[src/rtl/buff_frame_reader.sv]
// rtl/buff_frame_reader.sv - frame buffer read sequencer
// Streams FRAME_LEN words from framenum*HOP (mod 2^ADDR_W) through a 2-entry output FIFO.
module buff_frame_reader #(
  parameter int ADDR_W    = 13,
  parameter int DATA_W    = 32,
  parameter int FRAME_LEN = 400,
  parameter int HOP       = 160
) (
  input  logic              clk,
  input  logic              reset,
  input  logic              start,
  input  logic [7:0]        framenum,
  output logic              busy,
  output logic              done,
  output logic              mem_rd_en,
  output logic [ADDR_W-1:0] mem_address,
  output logic [7:0]        mem_framenum,
  input  logic [DATA_W-1:0] mem_data_out,
  output logic              out_valid,
  input  logic              out_ready,
  output logic [DATA_W-1:0] out_data,
  output logic [8:0]        out_index,
  output logic              out_last
);

  typedef enum logic [1:0] {S_IDLE, S_READ, S_DRAIN, S_DONE} state_t;

  state_t            state_q, state_d;
  logic [ADDR_W-1:0] base_q, base_d;
  logic [8:0]        issue_cnt_q, issue_cnt_d;
  logic [8:0]        wr_idx_q, wr_idx_d;
  logic [7:0]        frame_q, frame_d;
  logic              inflight_q;
  logic [DATA_W-1:0] fifo_data_q [2];
  logic [8:0]        fifo_idx_q [2];
  logic              rd_ptr_q, wr_ptr_q;
  logic [1:0]        cnt_q;
  logic [2:0]        occ;
  logic              push, pop;

  assign out_valid    = (cnt_q != 2'd0);
  assign pop          = out_valid & out_ready;
  assign push         = inflight_q;
  assign out_data     = fifo_data_q[rd_ptr_q];
  assign out_index    = fifo_idx_q[rd_ptr_q];
  assign out_last     = out_valid && (out_index == 9'(FRAME_LEN - 1));
  assign busy         = (state_q == S_READ) || (state_q == S_DRAIN);
  assign done         = (state_q == S_DONE);
  assign mem_address  = base_q + ADDR_W'(issue_cnt_q);
  assign mem_framenum = frame_q;

  // Occupancy counts the word leaving this cycle so a full pipeline sustains 1 word/clk.
  assign occ = {1'b0, cnt_q} + 3'(inflight_q) - 3'(pop);

  always_comb begin
    state_d     = state_q;
    base_d      = base_q;
    issue_cnt_d = issue_cnt_q;
    wr_idx_d    = push ? wr_idx_q + 9'd1 : wr_idx_q;
    frame_d     = frame_q;
    mem_rd_en   = 1'b0;
    case (state_q)
      S_IDLE: begin
        if (start) begin
          frame_d     = framenum;
          base_d      = ADDR_W'({9'd0, framenum} * 17'(HOP));
          issue_cnt_d = 9'd0;
          wr_idx_d    = 9'd0;
          state_d     = S_READ;
        end
      end
      S_READ: begin
        if (occ < 3'd2) begin
          mem_rd_en   = 1'b1;
          issue_cnt_d = issue_cnt_q + 9'd1;
          if (issue_cnt_q == 9'(FRAME_LEN - 1)) state_d = S_DRAIN;
        end
      end
      S_DRAIN: begin
        if (pop && out_last) state_d = S_DONE;
      end
      S_DONE: state_d = S_IDLE;
    endcase
  end

  always_ff @(posedge clk) begin
    if (reset) begin
      state_q     <= S_IDLE;
      base_q      <= '0;
      issue_cnt_q <= '0;
      wr_idx_q    <= '0;
      frame_q     <= '0;
      inflight_q  <= 1'b0;
      rd_ptr_q    <= 1'b0;
      wr_ptr_q    <= 1'b0;
      cnt_q       <= 2'd0;
      for (int i = 0; i < 2; i++) begin
        fifo_data_q[i] <= '0;
        fifo_idx_q[i]  <= '0;
      end
    end else begin
      state_q     <= state_d;
      base_q      <= base_d;
      issue_cnt_q <= issue_cnt_d;
      wr_idx_q    <= wr_idx_d;
      frame_q     <= frame_d;
      inflight_q  <= mem_rd_en;
      if (push) begin
        fifo_data_q[wr_ptr_q] <= mem_data_out;
        fifo_idx_q[wr_ptr_q]  <= wr_idx_q;
        wr_ptr_q              <= ~wr_ptr_q;
      end
      if (pop) rd_ptr_q <= ~rd_ptr_q;
      cnt_q <= cnt_q + 2'(push) - 2'(pop);
    end
  end

endmodule

[config.mk]
export PLATFORM = sky130hd
export DESIGN_NAME = buff_frame_reader
export DESIGN_NICKNAME = d
export VERILOG_FILES = /design/src/rtl/buff_frame_reader.sv
export SDC_FILE = /design/constraint.sdc
export NUM_CORES = 1
export LEC_CHECK = 0
export CAP_MARGIN = 20
export CORE_ASPECT_RATIO = 1.2
export CORE_MARGIN = 2
export CORE_UTILIZATION = 52
export DETAILED_ROUTE_END_ITERATION = 12
export PLACE_DENSITY = 0.8
export SETUP_SLACK_MARGIN = 0.2
export SLEW_MARGIN = 25
export SYNTH_ARGS = -nofsm -noshare
export SYNTH_HDL_FRONTEND = slang
export SYNTH_SLANG_ARGS = --single-unit
[constraint.sdc]
create_clock -name clk -period 3.2 [get_ports clk]
set_input_delay 0.48 -clock clk [delete_from_list [all_inputs] [get_ports clk]]
set_output_delay 0.48 -clock clk [all_outputs]
set_load 0.01 [all_outputs]
==> results of run 1 <==
-- critical path, cell delays in order (launching register included) --
cell and delay, ps:
dfxtp_1 330, ha_1 300, a21o_1 170, a21oi_2 170, nor2b_1 90, o21ai_1 160
xnor2_1 180, clkdlybuf4s50_1 580
-- final cells by class --
type | count | area, um^2
flip-flops and latches | 122 | 3266
well taps | 132 | 165.2
inverters | 13 | 48.80
clock inverters | 15 | 125.1
fillers | 819 | 3364
repair buffers | 122 | 1201
multi-input cells | 329 | 2440
clock buffers | 17 | 425.4
-- state kept, by name (all words and copies together), names as in the netlist, named ones only --
signal and cells:
fifo_data_q 64, fifo_idx_q 18, issue_cnt_q 9, wr_idx_q 9
mem_framenum 8, base_q 6, cnt_q 2, state_q 2
inflight_q 1, rd_ptr_q 1, wr_ptr_q 1
-- cell usage after synthesis, types with 7 or more instances --
master	number
buf_4	9
nand4_1	7
xor2_1	11
o21ai_0	9
mux2_2	39
xnor2_1	14
edfxtp_1	82
inv_1	13
dfxtp_1	40
nor2_1	25
nand2_1	37
clkbuf_1	15
and2_1	85
a21oi_1	20
ha_1	22
-- kinds of logic (layout without fill, tap and decap cells) --
family,Yosys count,after routing,share of synthesized area
simple gates,194,194,0.1901
flops,122,122,0.5557
compound gates,44,44,0.04794
mux,41,41,0.07905
buf+inv,41,167,0.03281
fa+ha+maj,25,25,0.05711
xor+xnor,25,25,0.03729
-- per-stage QoR --
stage / utilization / hold WS, ps / setup TNS [ps] / total power, mW / instance area, um^2
6_report: 0.6951 / 455.0 / 0 / 5.813 / 7671
5_1_grt: 0.6951 / 482.4 / 0 / 6.101 / 7671
4_1_cts: 0.6939 / 460.4 / 0 / 5.854 / 7657
3_5_place_dp: 0.6442 / 452.0 / -401.6 / 4.102 / 7109
3_3_place_gp: 0.6442 / 445.1 / -251.2 / 4.041 / 7109
2_1_floorplan: - / 440.6 / 0 / 3.179 / 5872
-- what timing repair did --
item | in CTS | in global routing
pin swaps | 1 | 1
gates resized for setup | 9 | 5
cloned | 0 | 0
setup endpoints to repair | 3 | 3
-- per-layer routing --
metal / GRT usage / part of all wire / routed length (um)
met1: 0.2422 / 0.41 / 4929
met2: 0.3742 / 0.53 / 6447
met3: 0.05202 / 0.041 / 493
met4: 0.07095 / 0.017 / 205
met5: 0 / 0 / 0
-- worst max-delay path by stage --
stage	slack (ps)	start	end	depth (start not counted)
5_1_grt	200	cnt_q[1]	mem_rd_en	10
3_3_place_gp	-250	out_ready	mem_rd_en	11
4_1_cts	120	out_ready	mem_rd_en	11
3_5_place_dp	-310	out_ready	mem_rd_en	11
2_1_floorplan	540	out_ready	state_q[1]	11
6_report	320	mem_framenum[1]	mem_address[10]	7
-- power breakdown --
part,internal (mW),total [mW],switching [mW]
clock network,1.06,1.76,0.692
registers,1.94,2.07,0.134
logic,1.06,1.99,0.923
total,4.06,5.81,1.75
==> flow_summary.toml, run 1 <==
[run_status]
status = "completed"

[route]
drt-vias-per-instance = 5.351
vias = 4013
drt-pass1-iter-count = 4
wl_mm = 12.08
drtAntennaViolNets = 0
route.detailed.drc = 0
wl_per_cell_um = 16.10
drt_iter0_markers = 192

[synth]
synthTopCellsByArea = "edfxtp_1, dfxtp_1, and2_1"
yosys_register_bits = 122
synth_nets = 561
yosysTopAreaCellShare = 0.4193
yosys_warnings = 0
syn_inst = 492
yosysSeqAreaShare = 0.5557
avgSynthCellArea_um2 = 11.93
synth_ff_type = "edfxtp_1"
synth_edf_count = 82
ys_types = 49
synthArstFlopShare = 0
yosysTopAreaCell = "edfxtp_1"
synth_area_um2 = 5872

[global_route]
grt_pass1_wl_mm = 19.58
grt_max_degree = 42
grt_overflow_total = 0
antenna_found_initial = 0
grt_pass1_vias = 4097
track_usage = 0.2092

[critical_path]
start_kind = "flop"
r2r_setup_slack_ps = 600
crit_fanout = 4
r2r_start = "cnt_q[1]"
cp.required_ps = 2720
worstRegToRegCells = 11
crit_arrival_ps = 2400
cp-end-kind = "output port"
criticalPathCategory = "flop to output port"
timing.rr.end = "state_q[0]"

[final_layout]
final_common_cell = "clkdlybuf4s50_1"
diodes = 0
fin_nets = 674
drive_above_1_share = 0.1650
stdcell_count = 750
final_cell_mix = "clkdlybuf4s50_1, and2_1, edfxtp_1"
syn_to_final_growth_pct = 30.64

[timing]
rsz0062_at_grt = "true"
setup_ws_ps = 318.5
worst_pin_slew_ps = 619.0
fin_crit_sh = 0.9005
setup_violations = 0
finalHoldViolations = 0
min_period_ps = 2882
slew_violations = 0
slew_headroom = 0.5874
skew_ps = 4.220
fmax_ghz = 0.3470

[die]
rows = 42
ioPinCount = 111
start_util = 0.5321
die_w_um = 101.0
fp.dieArea_um2 = 12160
fp.dieH_um = 120.4
core-area_um2 = 11040

[flow_run]
max_cap_viol_count = 0

[clock_network]
clkSlewWorstSetupHoldPaths_ps = 60
clockBufferDepth = 2
htree_levels = 4
post_cts_buffers = 0
cts_tree = "done"
ctsHoldBuffers = 0
cts_buffers = 17
clock_latency_ps = 410
cts_root_buffer = "clkbuf_16"
cts_sinks = 122

[min_path]
hp-start = "mem_framenum[7]"
min_path_type = "flop to flop"
hold_end = "mem_framenum[7]"
hold_depth = 2

[place]
hpwl_mm = 8.230
gp_congestion = 0.7806
place_ws_ps = -308.0
dp.cells = 718
io_buffers = 110

[power_and_ir_drop]
power_density_nw_per_um2 = 757.8
p_leak_nw = 2.983
ir_drop_uv = 370.0
Note: power is estimated with default switching activity, not from simulation.
==> run 2, diff against run 1 <==
- CORE_MARGIN: 2 -> default
- CORE_UTILIZATION: 52 -> 47
- PLACE_DENSITY: 0.8 -> 0.76
- clock period: 3.2 -> 2.4 ns (I/O delays scaled with it)
==> run 2 against run 1 <==
The flow now finishes with violations (negative setup slack). Via count up 2.5%. Flip-flop and latch count unchanged. Count of clock-buffer cells in the layout unchanged. Critical path depth up 3. Sequential share of layout area down 2.8 points. Clock skew up 1.8 ps. Combinational power up 57%. Non-clock buffer count up 33. Register-to-register slack worse by 810 ps. Die area up 6.5%. Critical path type unchanged. Largest cell class unchanged. Largest power group is now combinational logic.
==> flow_summary.toml, run 2 (synthesis gave the netlist of run 1 again) <==
[run_status]
status = "complete, but fails checks"
violations = "negative setup slack"

[route]
drt-vias-per-instance = 5.064
drt-pass1-iter-count = 4
vias = 4112
drtAntennaViolNets = 0
route.detailed.drc = 0
drt_iter0_markers = 128
wl_mm = 12.58
wl_per_cell_um = 15.50

[die]
fp.dieArea_um2 = 12950
fp.dieH_um = 124.4
ioPinCount = 111
start_util = 0.4848
rows = 44
core-area_um2 = 12110
die_w_um = 104.0

[clock_network]
cts_buffers = 17
htree_levels = 4
cts_sinks = 122
clock_latency_ps = 410
cts_root_buffer = "clkbuf_16"
clockBufferDepth = 2
clkSlewWorstSetupHoldPaths_ps = 50
cts_tree = "done"

[critical_path]
crit_fanout = 2
cp-end-kind = "output port"
cp.required_ps = 2040
cp_cell_sequence = "o21ai_2 -> inv_2 -> ha_4 -> inv_2 -> ha_4 -> fa_2 -> xnor2_2 -> or2_1 -> nor2_2 -> buf_2"
crit_arrival_ps = 2350
slowest_stage = "fa_2"
critPathMaxStageDelay_ps = 340
start_kind = "flop"
criticalPathCategory = "flop to output port"

[final_layout]
fillers = 880
top_register = "fifo_data_q"
largestRegisters = "fifo_data_q x64, fifo_idx_q x18"
final_common_cell = "and2_1"
final_cell_mix = "and2_1, edfxtp_1, clkdlybuf4s50_1"
largest_reg_flops = 64
fin_nets = 707
syn_to_final_growth_pct = 40.59
diodes = 0
drive_above_1_share = 0.2627

[timing]
setup_tns_ps = -1405
slew_violations = 0
finalHoldViolations = 0
fmax_ghz = 0.3695
worst_pin_slew_ps = 368.2
setup_violations = 12
slew_headroom = 0.7545
min_period_ps = 2706
rsz0062_at_grt = "true"
setup_ws_ps = -306.0
fin_crit_sh = 1.128
skew_ps = 6.019

[place]
place_ws_ps = -717.6
io_buffers = 110
gp_congestion = 0.8285
hpwl_mm = 8.268

[global_route]
grt_pass1_vias = 4241
antenna_found_initial = 0
track_usage = 0.2052
grt_pass1_wl_mm = 20.36
grt_max_degree = 42
grt_overflow_total = 0

[flow_run]
max_cap_viol_count = 0

[min_path]
min_path_type = "flop to flop"

[power_and_ir_drop]
ir_drop_uv = 597.9
p_leak_nw = 3.336
power_density_nw_per_um2 = 1054
[run 2: changes by cell type in the layout (fill, tap and decap cells not counted), moves of 4 or more]
| cell | change |
|---|---|
| buf_2 | +6 |
| buf_4 | +22 |
| buf_6 | +6 |
| bufinv_16 | +5 |
| clkdlybuf4s50_1 | -43 |
| dfxtp_1 | -5 |
| dfxtp_4 | +4 |
| dlygate4sd2_1 | +38 |
| ha_1 | -5 |
| ha_4 | +5 |
[run 2: report_power, final]
group	internal (mW)	switching (mW)
combinational	1.65	1.48
clock	1.93	0.885
sequential	2.59	0.174
total	6.17	2.54
[run 2: area by class of cell]
type	instances	area [um^2]	area share
clock buffer	17	425.4	0.05153
clock inverter	15	227.7	0.02758
inverter	13	48.80	0.005911
multi-input combinational	329	2609	0.3160
sequential	122	3282	0.3975
tap	161	201.4	0.02440
timing repair buffer	155	1461	0.1770
[run 2: final timing paths]
| path | from | end | slack [ps] | cells after the start |
|---|---|---|---|---|
| min reg2reg | mem_framenum[6] | mem_framenum[6] | 460 | 2 |
| min | mem_framenum[6] | mem_framenum[6] | 460 | 2 |
| max reg2reg | cnt_q[0] | issue_cnt_q[5] | -210 | 13 |
| max | cnt_q[0] | mem_rd_en | -310 | 10 |
[run 2: metal layers]
metal / up-vias / share of wire / GRT usage
li1: 2009 / - / -
met5: - / 0 / 0
met4: 0 / 0.036 / 0.1160
met2: 104 / 0.53 / 0.3678
met3: 29 / 0.038 / 0.05233
met1: 1970 / 0.40 / 0.2174
[run 2: what timing repair did]
item / CTS / global route
pin swaps: 16 / 16
endpoints found under the setup margin: 59 / 21
gates cloned: 2 / 0
buffers inserted: 9 / 6
resized for setup: 97 / 23
hold buffers: 0 / 0
[run 2: critical path: cells and delay by family, from the launching register on]
kind                       cells  cell delay [ps]
adders and majority gates      3              740
AOI/OAI and AO/OA              1              170
DFF                            1              330
and+or+nand+nor                2              320
buffers and inverters          3              240
xor gates and xnor gates       1              140
[run 2: stage by stage]
step	cells	power [mW]	utilization	cell area, um^2	hold slack, ps
final	812	8.703	0.6816	8255	459.0
after floorplan	492	4.306	-	5902	440.6
after detailed placement	763	5.590	0.6044	7321	452.0
after global routing	812	9.103	0.6816	8255	475.8
after CTS	806	8.570	0.6725	8145	459.2
after global placement	763	5.514	0.6044	7321	444.7
